<file path="config.mk">
export PLATFORM = sky130hd
export DESIGN_NAME = int_parser
export DESIGN_NICKNAME = d
export VERILOG_FILES = /design/src/rtl/int_parser_pkg.sv /design/src/rtl/int_parser_char.sv /design/src/rtl/int_parser.sv
export SDC_FILE = /design/constraint.sdc
export NUM_CORES = 1
export LEC_CHECK = 0
export CAP_MARGIN = 0
export CORE_MARGIN = 8
export CORE_UTILIZATION = 70
export DETAILED_ROUTE_END_ITERATION = 10
export DONT_BUFFER_PORTS = 1
export PLACE_DENSITY = 0.89
export SLEW_MARGIN = 40
export SYNTH_ARGS = -nofsm -noshare
export SYNTH_HDL_FRONTEND = slang
export SYNTH_HIERARCHICAL = 1
export SYNTH_SLANG_ARGS = --single-unit
</file>
<file path="constraint.sdc">
create_clock -name clk -period 1.75 [get_ports clk]
set_input_delay 0.175 -clock clk [delete_from_list [all_inputs] [get_ports clk]]
set_output_delay 0.175 -clock clk [all_outputs]
set_load 0.01 [all_outputs]
</file>
<file path="src/rtl/int_parser_pkg.sv">
// Shared constants and types for the ASCII-decimal field parser.
package int_parser_pkg;
  localparam int DEF_B = 8;
  localparam int DEF_N = 4;
  localparam int DEF_W = 2 * DEF_B;

  localparam logic [7:0] CHAR_NUL  = 8'h00;
  localparam logic [7:0] CHAR_ZERO = 8'h30;
  localparam logic [7:0] CHAR_NINE = 8'h39;

  typedef logic [3:0] digit_t;
endpackage

</file>
<file path="src/rtl/int_parser_char.sv">
// Single-character classifier: NUL, decimal digit and the digit's value.
module int_parser_char
  import int_parser_pkg::*;
#(
  parameter int B = DEF_B
) (
  input  logic [B-1:0] ch,
  output logic         is_digit,
  output logic         is_nul,
  output digit_t       val
);
  always_comb begin
    is_nul   = (ch == B'(CHAR_NUL));
    is_digit = (ch >= B'(CHAR_ZERO)) && (ch <= B'(CHAR_NINE));
    val      = is_digit ? digit_t'(ch - B'(CHAR_ZERO)) : digit_t'(0);
  end
endmodule

</file>
<file path="src/rtl/int_parser.sv">
// Registered ASCII-decimal to binary converter, one-cycle latency.
// Define INT_PARSER_ERR_CHECK_EN to flag non-digit, non-NUL bytes via err.
module int_parser
  import int_parser_pkg::*;
#(
  parameter int B = DEF_B,
  parameter int N = DEF_N,
  parameter int W = 2 * B
) (
  input  logic         clk,
  input  logic         rst_n,
  input  logic         in_valid,
  input  logic [N*B-1:0] str,
  output logic         out_valid,
  output logic [W-1:0] num,
  output logic         err
);
  logic   [N-1:0]      is_digit;
  logic   [N-1:0]      is_nul;
  digit_t [N-1:0]      val;
  logic   [N:0][W-1:0] acc;

  logic         out_valid_d, out_valid_q;
  logic [W-1:0] num_d, num_q;
  logic         err_d, err_q;
  logic         bad_any;

  assign acc[0] = '0;

  // Slot 0 is the first (most significant) character.
  for (genvar i = 0; i < N; i++) begin : g_lane
    int_parser_char #(.B(B)) u_char (
      .ch       (str[(N-i)*B-1 -: B]),
      .is_digit (is_digit[i]),
      .is_nul   (is_nul[i]),
      .val      (val[i])
    );

    // Anything that is not a digit leaves the accumulator untouched.
    assign acc[i+1] = (is_nul[i] || !is_digit[i]) ? acc[i]
                    : (acc[i] << 3) + (acc[i] << 1) + W'(val[i]);
  end

  assign bad_any = |(~is_digit & ~is_nul);

  always_comb begin
    out_valid_d = in_valid;
    num_d       = num_q;
    err_d       = err_q;
    if (in_valid) begin
`ifdef INT_PARSER_ERR_CHECK_EN
      err_d = bad_any;
      num_d = bad_any ? '0 : acc[N];
`else
      err_d = 1'b0;
      num_d = acc[N];
`endif
    end
  end

  always_ff @(posedge clk or negedge rst_n) begin
    if (!rst_n) begin
      out_valid_q <= 1'b0;
      num_q       <= '0;
      err_q       <= 1'b0;
    end else begin
      out_valid_q <= out_valid_d;
      num_q       <= num_d;
      err_q       <= err_d;
    end
  end

`ifndef INT_PARSER_ERR_CHECK_EN
  // Illegal bytes are silently skipped in this build; flag kept for debug visibility only.
  logic bad_any_unused;
  assign bad_any_unused = bad_any;
`endif

  assign out_valid = out_valid_q;
  assign num       = num_q;
  assign err       = err_q;
endmodule

</file>
==> flow_summary_export.csv, run 1 <==
group,metric,value,unit
outcome,run_status,"stopped before the end",
outcome,stop_stage,"detailed placement",
outcome,first_error,"[ERROR DPL-0038] Utilization greater than 100%, impossible to legalize",
synthesis,synth_nets,410,
synthesis,synth_async_sr_flop_share,100,%
synthesis,ys.flop_type,"sky130_fd_sc_hd__dfrtp_1",
floorplanning,chipHeight,78.5,um
placement,port_buffers,0,
synthesis,ys_seq_elements,17,
floorplanning,die_w,78.5,um
synthesis,netlist_instances,329,
synthesis,ys_seq_area_share,15.5,%
floorplanning,initial_core_utilization,73.6,%
placement,place_congestion,0.886,
synthesis,postSynthAreaPerCell,8.32,um2
synthesis,netlist_area,2740,um2
floorplanning,rows,22,
synthesis,synth_enable_flop_cells,0,
synthesis,yosysWarningCount,6,
floorplanning,top_level_ports,53,
synthesis,unique_cell_type_count_in_the_yosys_netlist,62,
cell usage after synthesis (all sizes together), types with 4 or more instances:
cell type  instances  area (um2)
a211oi             9        67.6
a21o               5        38.8
a21oi             23         119
a31oi              7        43.8
clkbuf             5        18.8
dfrtp             17         425
fa                 5         100
ha                41         513
inv               27         101
mux2i              4        52.6
nand2             28         105
nand4bb            4        45.0
nor2              19        73.8
nor2b              6        37.5
nor3               8        56.3
nor3b              9        67.6
nor4               5        56.3
o211ai             6        58.8
o21a               4        30.0
o21ai             17        85.1
o2bb2ai            4        35.0
or2                5        31.3
or4                5        37.5
xnor2             12         105
xor2               9        78.8
stage by stage:
step              hold WS, ns  area [um2]  setup WS (ns)  std cells
global placement       -0.120        3750          -3.53        448
floorplan              -0.121        3100          -3.58        329
logic make-up after synthesis:
kind of cell	synth area share [%]
multiplexers	3.15
XOR/XNOR	6.72
AO/OA/AOI/OAI	23.6
AND/OR/NAND/NOR	23.3
buffers and inverters	5.12
other	0.137
flip-flops	15.5
adder cells (fa/ha/maj)	22.4
==> run 2, diff against run 1 <==
--- a/config.mk
+++ b/config.mk
@@ -7,10 +7,10 @@
 export LEC_CHECK = 0
 export CAP_MARGIN = 0
 export CORE_MARGIN = 8
-export CORE_UTILIZATION = 70
+export CORE_UTILIZATION = 40
 export DETAILED_ROUTE_END_ITERATION = 10
 export DONT_BUFFER_PORTS = 1
-export PLACE_DENSITY = 0.89
+export PLACE_DENSITY_LB_ADDON = 0.15
 export SLEW_MARGIN = 40
 export SYNTH_ARGS = -nofsm -noshare
 export SYNTH_HDL_FRONTEND = slang
==> run 2 against run 1 <==
The flow now finishes, with violations (negative setup slack). Synthesized area unchanged. Synthesized cell count unchanged.
==> flow_summary_export.csv, run 2 <==
group,metric,value,unit
synthesis,yosysMostFrequentCell,"sky130_fd_sc_hd__ha_1",
final_layout,syn_to_final_growth,58.4,%
critical_path,r2r_slack,0.86,ns
synthesis,synth_enable_flop_cells,0,
synthesis,unique_cell_type_count_in_the_yosys_netlist,62,
placement,placement.cell_area,3820,um2
min_path,min-delay-path-class,"input port to flop",
synthesis,yosys.area.top_type,"sky130_fd_sc_hd__ha_1",
final_layout,regArea,425,um2
cts,clock_tree.buffer_depth,2,
cts,clk-insertion-delay-late,0.24,ns
synthesis,netlist_instances,329,
final_layout,post-route-util,64.5,%
floorplanning,top_level_ports,53,
placement,port_buffers,0,
power_and_ir_drop,power.static_leakage,1.86,nW
drt,drt-total-wl,7570,um
synthesis,synth_nets,410,
timing,finalSetupViolations,16,
timing,finalHoldViolations,0,
cts,clock_pin_slew_of_the_registers_on_the_worst_case_setup_and_hold_paths,0.06,ns
synthesis,postSynthAreaPerCell,8.32,um2
timing,timing.final.crit_share,287,%
synthesis,ys_seq_elements,17,
drt,route.detailed.drc,0,
timing,fin_skew,0,ns
final_layout,largest_register_ff_count,16,
synthesis,ys_seq_area_share,15.5,%
critical_path,critical_path.startpoint_type,"input port",
cts,htree_levels,1,
floorplanning,die_w,98.7,um
timing,final-max-slew-violation-count,0,
power_and_ir_drop,irDropWorstVdd,0.000173,V
drt,wl_per_cell,15.1,um
critical_path,required,1.90,ns
drt,ant_nets,0,
timing,rsz_0062_raised_after_global_routing,"true",
critical_path,worst_setup_path_end_kind,"flop",
final_layout,n_fill_cell,533,
final_layout,insertedDiodeCount,0,
final_layout,post_route_cells_drive_above_1_share,49.9,%
synthesis,netlist_area,2740,um2
timing,fin_worst_hold_slack,0.0138,ns
final_layout,area_of_combinational_cells_with_multiple_inputs,2890,um2
placement,hpwl,6180,um
synthesis,synth_async_sr_flop_share,100,%
cts,root_buffer,"sky130_fd_sc_hd__clkbuf_8",
cts,clock_tree_from_tritoncts,"built",
critical_path,worst-path-max-fanout,6,
power_and_ir_drop,powerDensity,188,nW/um2
synthesis,ys.flop_type,"sky130_fd_sc_hd__dfrtp_1",
cts,numCtsBuffers,3,
timing,period_minus_slack,5.02,ns
drt,via_per_inst,5.41,
placement,place_congestion,0.840,
drt,via_count,2708,
global_route,grt_usage,15.6,%
timing,max_slew_margin,53.3,%
cts,clock-sinks,17,
synthesis,synth_top_area_share,18.7,%
critical_path,data_arrival_time_of_the_critical_path,5.17,ns
floorplanning,core-area,6720,um2
timing,maximum_clock_frequency,0.199,GHz
flow_run,max_cap_violations,0,
final_layout,final_net_count,503,
global_route,global_route_wire_length_before_repair,12900,um
drt,dr.first_iter.drc_count,56,
floorplanning,initial_core_utilization,40.7,%
outcome,violations_in_the_final_reports,"negative setup slack",
outcome,run_status,"finished, violations left",
timing,layout_setup_ws,-3.27,ns
synthesis,yosysWarningCount,6,
final_layout,layout.cell_area.non_filler,4340,um2
floorplanning,floorplan.die_area,9740,um2
global_route,number_of_antenna_violations_at_the_first_check_in_global_routing,0,
floorplanning,chipHeight,98.7,um
final_layout,layout.cells.most_common_list,"sky130_fd_sc_hd__buf_4 (84), sky130_fd_sc_hd__ha_4 (25), sky130_fd_sc_hd__nand2_1 (24), sky130_fd_sc_hd__inv_1 (24), sky130_fd_sc_hd__dfrtp_1 (17)",
synthesis,most_area_consuming_cells_after_synthesis,"sky130_fd_sc_hd__ha_1 (19%), sky130_fd_sc_hd__dfrtp_1 (16%), sky130_fd_sc_hd__a21oi_1 (4.0%), sky130_fd_sc_hd__nand2_1 (3.8%), sky130_fd_sc_hd__xnor2_1 (3.8%)",
global_route,grt_pass1_vias,2866,
timing,tightestPinTransition,0.698,ns
synthesis,synth_top_cells_by_count,"sky130_fd_sc_hd__ha_1 (41), sky130_fd_sc_hd__nand2_1 (28), sky130_fd_sc_hd__inv_1 (27)",
critical_path,worst_path_class_setup,"input port to flop",
drt,firstDrtPassIters,4,
floorplanning,rows,30,
global_route,globalRoute.totalOverflow,0,
final_layout,final_common_cell,"sky130_fd_sc_hd__buf_4",
global_route,grt_start_max_net_pins,27,
==> run 2: cell counts after synthesis <==
Identical to the previous run, type by type.
==> run 2: stage by stage <==
stage               setup TNS, ns  power [mW]  instances  setup WS (ns)
floorplan                  -42.44       0.501        329          -3.58
global placement           -45.25       0.527        486          -3.58
detailed placement         -46.57       0.529        486          -3.69
CTS                        -39.13       0.823        500          -3.23
global route               -42.15       0.853        501          -3.50
finish                     -39.10       0.814        501          -3.27
==> run 2: path summary, 6_finish.rpt <==
check / start / to / cells past startpoint
max: str[27] / num[12] / 23
max in group asynchronous: rst_n / num[13] / 1
min reg2reg: num[4] / num[4] / 2
max reg2reg: num[7] / num[7] / 3
min in group asynchronous: rst_n / num[9] / 1
min: in_valid / num[6] / 1
==> run 2: critical path, cell delays in order <==
cell and delay, ns:
sky130_fd_sc_hd__or4_4 0.53, sky130_fd_sc_hd__nor4_4 0.15, sky130_fd_sc_hd__and2b_1 0.22, sky130_fd_sc_hd__and2_4 0.18, sky130_fd_sc_hd__ha_4 0.27, sky130_fd_sc_hd__ha_4 0.14, sky130_fd_sc_hd__fa_2 0.45, sky130_fd_sc_hd__a21oi_4 0.16
sky130_fd_sc_hd__inv_2 0.06, sky130_fd_sc_hd__ha_4 0.26, sky130_fd_sc_hd__ha_4 0.19, sky130_fd_sc_hd__nor2b_4 0.13, sky130_fd_sc_hd__o31a_1 0.28, sky130_fd_sc_hd__o21ai_2 0.17, sky130_fd_sc_hd__and3_4 0.20, sky130_fd_sc_hd__o21a_1 0.17
sky130_fd_sc_hd__ha_4 0.23, sky130_fd_sc_hd__ha_4 0.24, sky130_fd_sc_hd__a2111o_1 0.39, sky130_fd_sc_hd__o21ai_2 0.16, sky130_fd_sc_hd__nand2_1 0.09, sky130_fd_sc_hd__xnor2_1 0.13, sky130_fd_sc_hd__o31ai_1 0.19
==> run 2: power by group <==
group | internal (mW) | switching, mW | total (mW)
Clock | 0.161 | 0.113 | 0.274
Combinational | 0.0591 | 0.0601 | 0.119
Sequential | 0.406 | 0.0141 | 0.420
==> run 2: final cells by class <==
class	instances	share of cell area [%]
clock buffer	4	1.04
inverter	28	2.42
multi-input combinational	276	66.6
sequential	17	9.81
tap	80	2.31
timing repair buffer	96	17.8
==> run 2: logic make-up (layout without fill, tap and decap cells) <==
kind of cell,after synthesis,after routing,synth area share [%]
simple gates,108,108,23.3
compound gates,93,93,23.6
fa+ha+maj,46,46,22.4
buf+inv,36,128,5.12
xor+xnor,21,21,6.72
flops,17,17,15.5
mux,7,7,3.15
other cells,1,1,0.137
==> run 2: what timing repair did <==
action	CTS	global route
resized for setup	36	38
pin swaps	43	37
buffers inserted	8	2
endpoints found under the hold margin	18	0
cloned	0	0
hold buffers	2	0
endpoints found under the setup margin	16	16
==> run 2: metal layers <==
layer  global-route usage (%)  vias to the layer above  share of wire, %
met5                        0                        -                 0
met4                     3.42                        0               1.7
met3                     1.97                       10               3.5
met2                     30.6                       39                53
met1                     17.2                     1272                42
li1                         -                     1387                 -
No activity file was read; power rests on OpenSTA's default activity.
==> run 3, diff against run 2 <==
--- a/config.mk
+++ b/config.mk
@@ -10,7 +10,7 @@
 export CORE_UTILIZATION = 40
 export DETAILED_ROUTE_END_ITERATION = 10
 export DONT_BUFFER_PORTS = 1
-export PLACE_DENSITY_LB_ADDON = 0.15
+export PLACE_DENSITY = 0.53
 export SLEW_MARGIN = 40
 export SYNTH_ARGS = -nofsm -noshare
 export SYNTH_HDL_FRONTEND = slang
==> constraint.sdc (replaced) <==
create_clock -name clk -period 1.75 [get_ports clk]
set_input_delay 0.2625 -clock clk [delete_from_list [all_inputs] [get_ports clk]]
set_output_delay 0.2625 -clock clk [all_outputs]
set_load 0.01 [all_outputs]
==> run 3 against run 2 <==
The run still ends with negative setup slack left. Sequential share of layout area fell by 0.13 points. Cell count increased by 1.8%. Routed wire length is 5.1% higher. Clock power rose by 5%. Critical path type unchanged. Largest power group unchanged.
==> flow_summary_export.csv, run 3 (same netlist as run 2, synthesis figures left out) <==
group,metric,value,unit
outcome,run_status,"finished, violations left",
outcome,violations_in_the_final_reports,"negative setup slack",
drt,drt-total-wl,7950,um
cts,clock-sinks,17,
drt,dr.first_iter.drc_count,68,
floorplanning,floorplan.die_area,9740,um2
cts,clock_pin_slew_of_the_registers_on_the_worst_case_setup_and_hold_paths,0.06,ns
global_route,grt_pass1_vias,2748,
timing,finalSetupViolations,16,
drt,firstDrtPassIters,4,
critical_path,data_arrival_time_of_the_critical_path,5.27,ns
critical_path,required,1.91,ns
timing,finalHoldViolations,0,
final_layout,syn_to_final_growth,60.6,%
final_layout,largest_register_ff_count,16,
critical_path,cpMaxStageDelayCell,"sky130_fd_sc_hd__or4_4",
timing,fin_worst_hold_slack,0.0373,ns
final_layout,insertedDiodeCount,0,
drt,via_count,2774,
power_and_ir_drop,irDropWorstVdd,0.000382,V
drt,ant_nets,0,
min_path,min-delay-path-class,"input port to flop",
final_layout,layout.cells.most_common_list,"sky130_fd_sc_hd__buf_4 (91), sky130_fd_sc_hd__nand2_1 (25), sky130_fd_sc_hd__inv_1 (24), sky130_fd_sc_hd__ha_4 (24), sky130_fd_sc_hd__dfrtp_1 (17)",
timing,final-max-slew-violation-count,0,
global_route,grt_start_max_net_pins,27,
floorplanning,rows,30,
global_route,number_of_antenna_violations_at_the_first_check_in_global_routing,0,
critical_path,cpMostUsedCell,"sky130_fd_sc_hd__ha_4",
power_and_ir_drop,powerDensity,189,nW/um2
critical_path,slowest_delay,0.53,ns
placement,port_buffers,0,
floorplanning,chipHeight,98.7,um
final_layout,n_fill_cell,553,
placement,placedCellCount,489,
floorplanning,core-area,6720,um2
global_route,grt_usage,16.1,%
cts,clock_tree_from_tritoncts,"built",
power_and_ir_drop,power.static_leakage,1.89,nW
placement,place_ws,-3.80,ns
cts,numCtsBuffers,3,
drt,via_per_inst,5.44,
floorplanning,die_w,98.7,um
drt,wl_per_cell,15.6,um
cts,clk-insertion-delay-late,0.25,ns
cts,htree_levels,1,
timing,timing.final.crit_share,292,%
placement,hpwl,6480,um
timing,layout_setup_ws,-3.36,ns
critical_path,critical_path.startpoint_type,"input port",
global_route,globalRoute.totalOverflow,0,
floorplanning,initial_core_utilization,40.7,%
cts,root_buffer,"sky130_fd_sc_hd__clkbuf_8",
cts,clock_tree.buffer_depth,2,
final_layout,final_cells,510,
timing,fin_skew,0,ns
critical_path,worstPathCellList,"or4_4 -> nor4_4 -> and2b_1 -> and2_4 -> ha_4 -> ha_4 -> fa_2 -> a21oi_4 -> inv_2 -> ha_4 -> ha_4 -> nor2b_4 -> o31a_1 -> buf_4 -> o32ai_4 -> ha_4 -> ha_4 -> a2111o_1 -> o21ai_2 -> nand2_1 -> xnor2_1 -> o31ai_1",
final_layout,post_route_cells_drive_above_1_share,50.2,%
flow_run,max_cap_violations,0,
critical_path,worst_setup_path_end_kind,"flop",
placement,place_congestion,0.844,
global_route,global_route_wire_length_before_repair,13300,um
final_layout,final_net_count,512,
drt,route.detailed.drc,0,
floorplanning,top_level_ports,53,
timing,period_minus_slack,5.11,ns
final_layout,final_common_cell,"sky130_fd_sc_hd__buf_4",
timing,rsz_0062_raised_after_global_routing,"true",
timing,maximum_clock_frequency,0.196,GHz
critical_path,worst-path-max-fanout,4,
critical_path,worst_path_class_setup,"input port to flop",
## run 3: cell type report
class / count / area (um2) / area share, %
multi-input combinational: 276 / 2880 / 65.4
tap: 80 / 100 / 2.28
clock inverter: 1 / 5.00 / 0.114
clock buffer: 3 / 41.3 / 0.940
inverter: 28 / 105 / 2.39
timing repair buffer: 105 / 842 / 19.2
sequential: 17 / 425 / 9.68
## run 3: layer usage
metal | track usage (%) | up-vias | part of all wire, %
met2 | 26.8 | 59 | 47
met3 | 3.74 | 0 | 6.3
li1 | - | 1403 | -
met4 | 0.708 | 0 | 0
met5 | 0 | - | 0
met1 | 21.5 | 1312 | 47
## run 3: stage by stage
step	power, mW	area (um2)	util (%)	setup TNS, ns
after floorplan	0.501	3100	-	-43.84
after global placement	0.526	3840	57.2	-47.38
after detailed placement	0.528	3840	57.2	-48.22
after CTS	0.834	4210	62.6	-40.39
after global routing	0.866	4390	65.4	-43.68
final	0.830	4390	65.4	-40.71
## run 3: where the power goes
group | internal, mW | switching (mW)
Sequential | 0.406 | 0.0146
Combinational | 0.0584 | 0.0624
Clock | 0.158 | 0.131
Total | 0.622 | 0.208
## run 3: critical path: cells and delay by family
family | cells | cell delay, ns
adders and majority gates | 7 | 1.81
xor gates and xnor gates | 1 | 0.13
and+or+nand+nor | 6 | 1.27
AOI/OAI and AO/OA | 6 | 1.59
buffers and inverters | 2 | 0.22
## run 3: final timing paths
path | slack (ns) | start | cells past startpoint | to
min in group asynchronous | 0.50 | rst_n | 2 | num[0]
max in group asynchronous | 0.97 | rst_n | 2 | num[5]
hold / removal | 0.04 | in_valid | 0 | out_valid
hold reg to reg | 0.56 | num[12] | 2 | num[12]
setup reg to reg | 0.87 | num[7] | 3 | num[7]
setup / recovery | -3.36 | str[29] | 22 | num[12]
## run 3: timing repair
| item | 4_1_cts | 5_1_grt |
|---|---|---|
| hold buffers | 1 | 1 |
| endpoints found under the hold margin | 17 | 17 |
| pin swaps | 34 | 24 |
| setup endpoints to repair | 16 | 16 |
| buffers inserted | 11 | 5 |
| resized for setup | 46 | 26 |
==> run 4, diff against run 3 <==
==> constraint.sdc (replaced) <==
create_clock -name clk -period 4.8 [get_ports clk]
set_input_delay 0.72 -clock clk [delete_from_list [all_inputs] [get_ports clk]]
set_output_delay 0.72 -clock clk [all_outputs]
set_load 0.01 [all_outputs]
==> run 4 against run 3 <==
The run still ends with negative setup slack left. Critical endpoint unchanged. Cell count is 2.5% lower. Design area down 6.3%. Largest cell class unchanged. Die area did not move. Critical path depth unchanged. Setup slack better by 2.6 ns. First-iteration DRC count rose by 29%. Critical path type unchanged. Clock skew is the same.
==> flow_summary_export.csv, run 4 (same netlist as run 2, synthesis figures left out) <==
group,metric,value,unit
critical_path,cpMostUsedCell,"sky130_fd_sc_hd__ha_4",
min_path,min-delay-path-class,"input port to async pin",
timing,final-max-slew-violation-count,0,
drt,via_count,2739,
global_route,grt_usage,16.2,%
drt,firstDrtPassIters,4,
power_and_ir_drop,power.static_leakage,1.80,nW
critical_path,r2r_slack,3.90,ns
power_and_ir_drop,irDropWorstVdd,0.000103,V
drt,wl_per_cell,15.6,um
final_layout,final_common_cell,"sky130_fd_sc_hd__buf_4",
outcome,run_status,"finished, violations left",
power_and_ir_drop,totalPowerFinal,0.294,mW
floorplanning,core-area,6720,um2
cts,clock_tree.buffer_depth,2,
floorplanning,rows,30,
final_layout,syn_to_final_growth,50.4,%
cts,clock-sinks,17,
floorplanning,die_w,98.7,um
cts,clock_tree_from_tritoncts,"built",
critical_path,worst-path-max-fanout,3,
cts,cts-hold-fix-buffers,0,
floorplanning,chipHeight,98.7,um
critical_path,worstPathCellList,"or4_4 -> nor4_4 -> and2b_1 -> and2_4 -> ha_4 -> ha_4 -> fa_2 -> a21oi_4 -> inv_2 -> ha_4 -> ha_4 -> nor2b_4 -> o31a_1 -> buf_4 -> o32ai_4 -> ha_4 -> ha_4 -> a2111o_1 -> o21ai_2 -> nand2_1 -> xnor2_1 -> o31ai_1",
critical_path,worstRegToRegCells,3,
power_and_ir_drop,intPower,0.223,mW
drt,drt-total-wl,7750,um
critical_path,worst_path_class_setup,"input port to flop",
cts,clock_pin_slew_of_the_registers_on_the_worst_case_setup_and_hold_paths,0.07,ns
final_layout,largest_register_ff_count,16,
final_layout,final_net_count,499,
drt,route.detailed.drc,0,
drt,dr.first_iter.drc_count,88,
global_route,globalRoute.totalOverflow,0,
outcome,violations_in_the_final_reports,"negative setup slack",
critical_path,worst_reg2reg_endpoint,"num[7]",
floorplanning,initial_core_utilization,40.7,%
final_layout,layout.cells.most_common_list,"sky130_fd_sc_hd__buf_4 (88), sky130_fd_sc_hd__nand2_1 (27), sky130_fd_sc_hd__inv_1 (26)",
critical_path,worst_setup_path_end_kind,"flop",
cts,numCtsBuffers,3,
global_route,grt_pass1_vias,2864,
timing,finalSetupViolations,11,
timing,tightestPinTransition,0.571,ns
critical_path,rr_startpoint,"num[7]",
drt,via_per_inst,5.51,
timing,period_minus_slack,5.58,ns
final_layout,post_route_cells_drive_above_1_share,45.1,%
placement,port_buffers,0,
timing,rsz_0062_raised_after_global_routing,"true",
timing,finalHoldViolations,0,
global_route,grt_start_max_net_pins,27,
placement,hpwl,6470,um
placement,place_congestion,0.840,
global_route,number_of_antenna_violations_at_the_first_check_in_global_routing,0,
global_route,global_route_wire_length_before_repair,13500,um
final_layout,post-route-util,61.2,%
timing,timing.final.crit_share,116,%
critical_path,slowest_delay,0.53,ns
power_and_ir_drop,p_seq_share,52.0,%
floorplanning,top_level_ports,53,
timing,fin_skew,0,ns
flow_run,max_cap_violations,0,
timing,max_slew_margin,62.0,%
power_and_ir_drop,power_switching,0.0709,mW
power_and_ir_drop,p_comb_share,12.5,%
floorplanning,floorplan.die_area,9740,um2
timing,layout_setup_ws,-0.776,ns
power_and_ir_drop,swShare,24.1,%
final_layout,insertedDiodeCount,0,
cts,clk-insertion-delay-late,0.25,ns
critical_path,critical_path.startpoint_type,"input port",
critical_path,required,4.95,ns
power_and_ir_drop,powerDensity,71.5,nW/um2
cts,htree_levels,1,
power_and_ir_drop,power.share.clock,35.5,%
critical_path,data_arrival_time_of_the_critical_path,5.73,ns
drt,ant_nets,0,
cts,root_buffer,"sky130_fd_sc_hd__clkbuf_8",
critical_path,cpMaxStageDelayCell,"sky130_fd_sc_hd__or4_4",
timing,maximum_clock_frequency,0.179,GHz
[run 4: changes by cell type in the layout (fill, tap and decap cells not counted), moves of 3 or more]
cell / change
sky130_fd_sc_hd__ha_1: +3
sky130_fd_sc_hd__ha_4: -4
sky130_fd_sc_hd__buf_6: -7
sky130_fd_sc_hd__buf_4: -3
sky130_fd_sc_hd__o21ai_0: +3
sky130_fd_sc_hd__a21oi_1: +3
[run 4: layout make-up]
type,instances,area [um2]
clock buffers,3,41.3
clock inverters,1,5.00
fillers,619,2600
inverters,28,105
multi-input cells,276,2730
flip-flops and latches,17,425
well taps,80,100
repair buffers,92,706
[run 4: power groups by stage]
stage                     Combinational [mW]  Clock [mW]  Sequential, mW
after CTS                             0.0359       0.108           0.153
after floorplan                       0.0274           0           0.155
after detailed placement              0.0346           0           0.156
final                                 0.0367       0.105           0.153
after global routing                  0.0409       0.116           0.154
after global placement                0.0338           0           0.156
[run 4: worst max path at each step]
stage	start	end	slack [ns]	cells past startpoint
finish	str[29]	num[12]	-0.78	22
global route	str[29]	num[12]	-1.05	23
CTS	str[29]	num[12]	-0.86	23
detailed placement	str[29]	num[12]	-1.24	25
global placement	str[29]	num[10]	-1.14	25
floorplan	str[29]	num[10]	-1.07	23
[run 4: timing repair]
| item | 4_1_cts | 5_1_grt |
|---|---|---|
| setup buffers | 8 | 3 |
| gates resized for setup | 21 | 21 |
| setup endpoints to repair | 12 | 12 |
| pin swaps | 33 | 17 |
| gates cloned | 0 | 0 |
[run 4: critical path, delay by kind of cell]
| family | cells | cell delay [ns] |
|---|---|---|
| xor+xnor | 1 | 0.14 |
| simple gates | 6 | 1.29 |
| buf+inv | 2 | 0.21 |
| compound gates | 6 | 1.57 |
| fa+ha+maj | 7 | 1.79 |
[run 4: per-stage QoR]
step / setup slack, ns / instances / instance area, um2 / setup TNS [ns] / hold slack, ns
finish: -0.776 / 497 / 4120 / -6.04 / 0.159
detailed placement: -1.24 / 485 / 3790 / -11.70 / 0.425
global route: -1.05 / 497 / 4120 / -8.92 / 0.141
floorplan: -1.07 / 329 / 3090 / -8.54 / 0.424
CTS: -0.860 / 496 / 3990 / -6.44 / 0.154
global placement: -1.14 / 485 / 3790 / -10.92 / 0.425
[run 4: per-layer routing]
| metal | vias to the layer above | part of all wire (%) | GRT usage (%) |
|---|---|---|---|
| li1 | 1382 | - | - |
| met2 | 59 | 46 | 27.3 |
| met1 | 1294 | 49 | 21.6 |
| met4 | 0 | 0.27 | 1.30 |
| met3 | 4 | 5.2 | 3.10 |
| met5 | - | 0 | 0 |
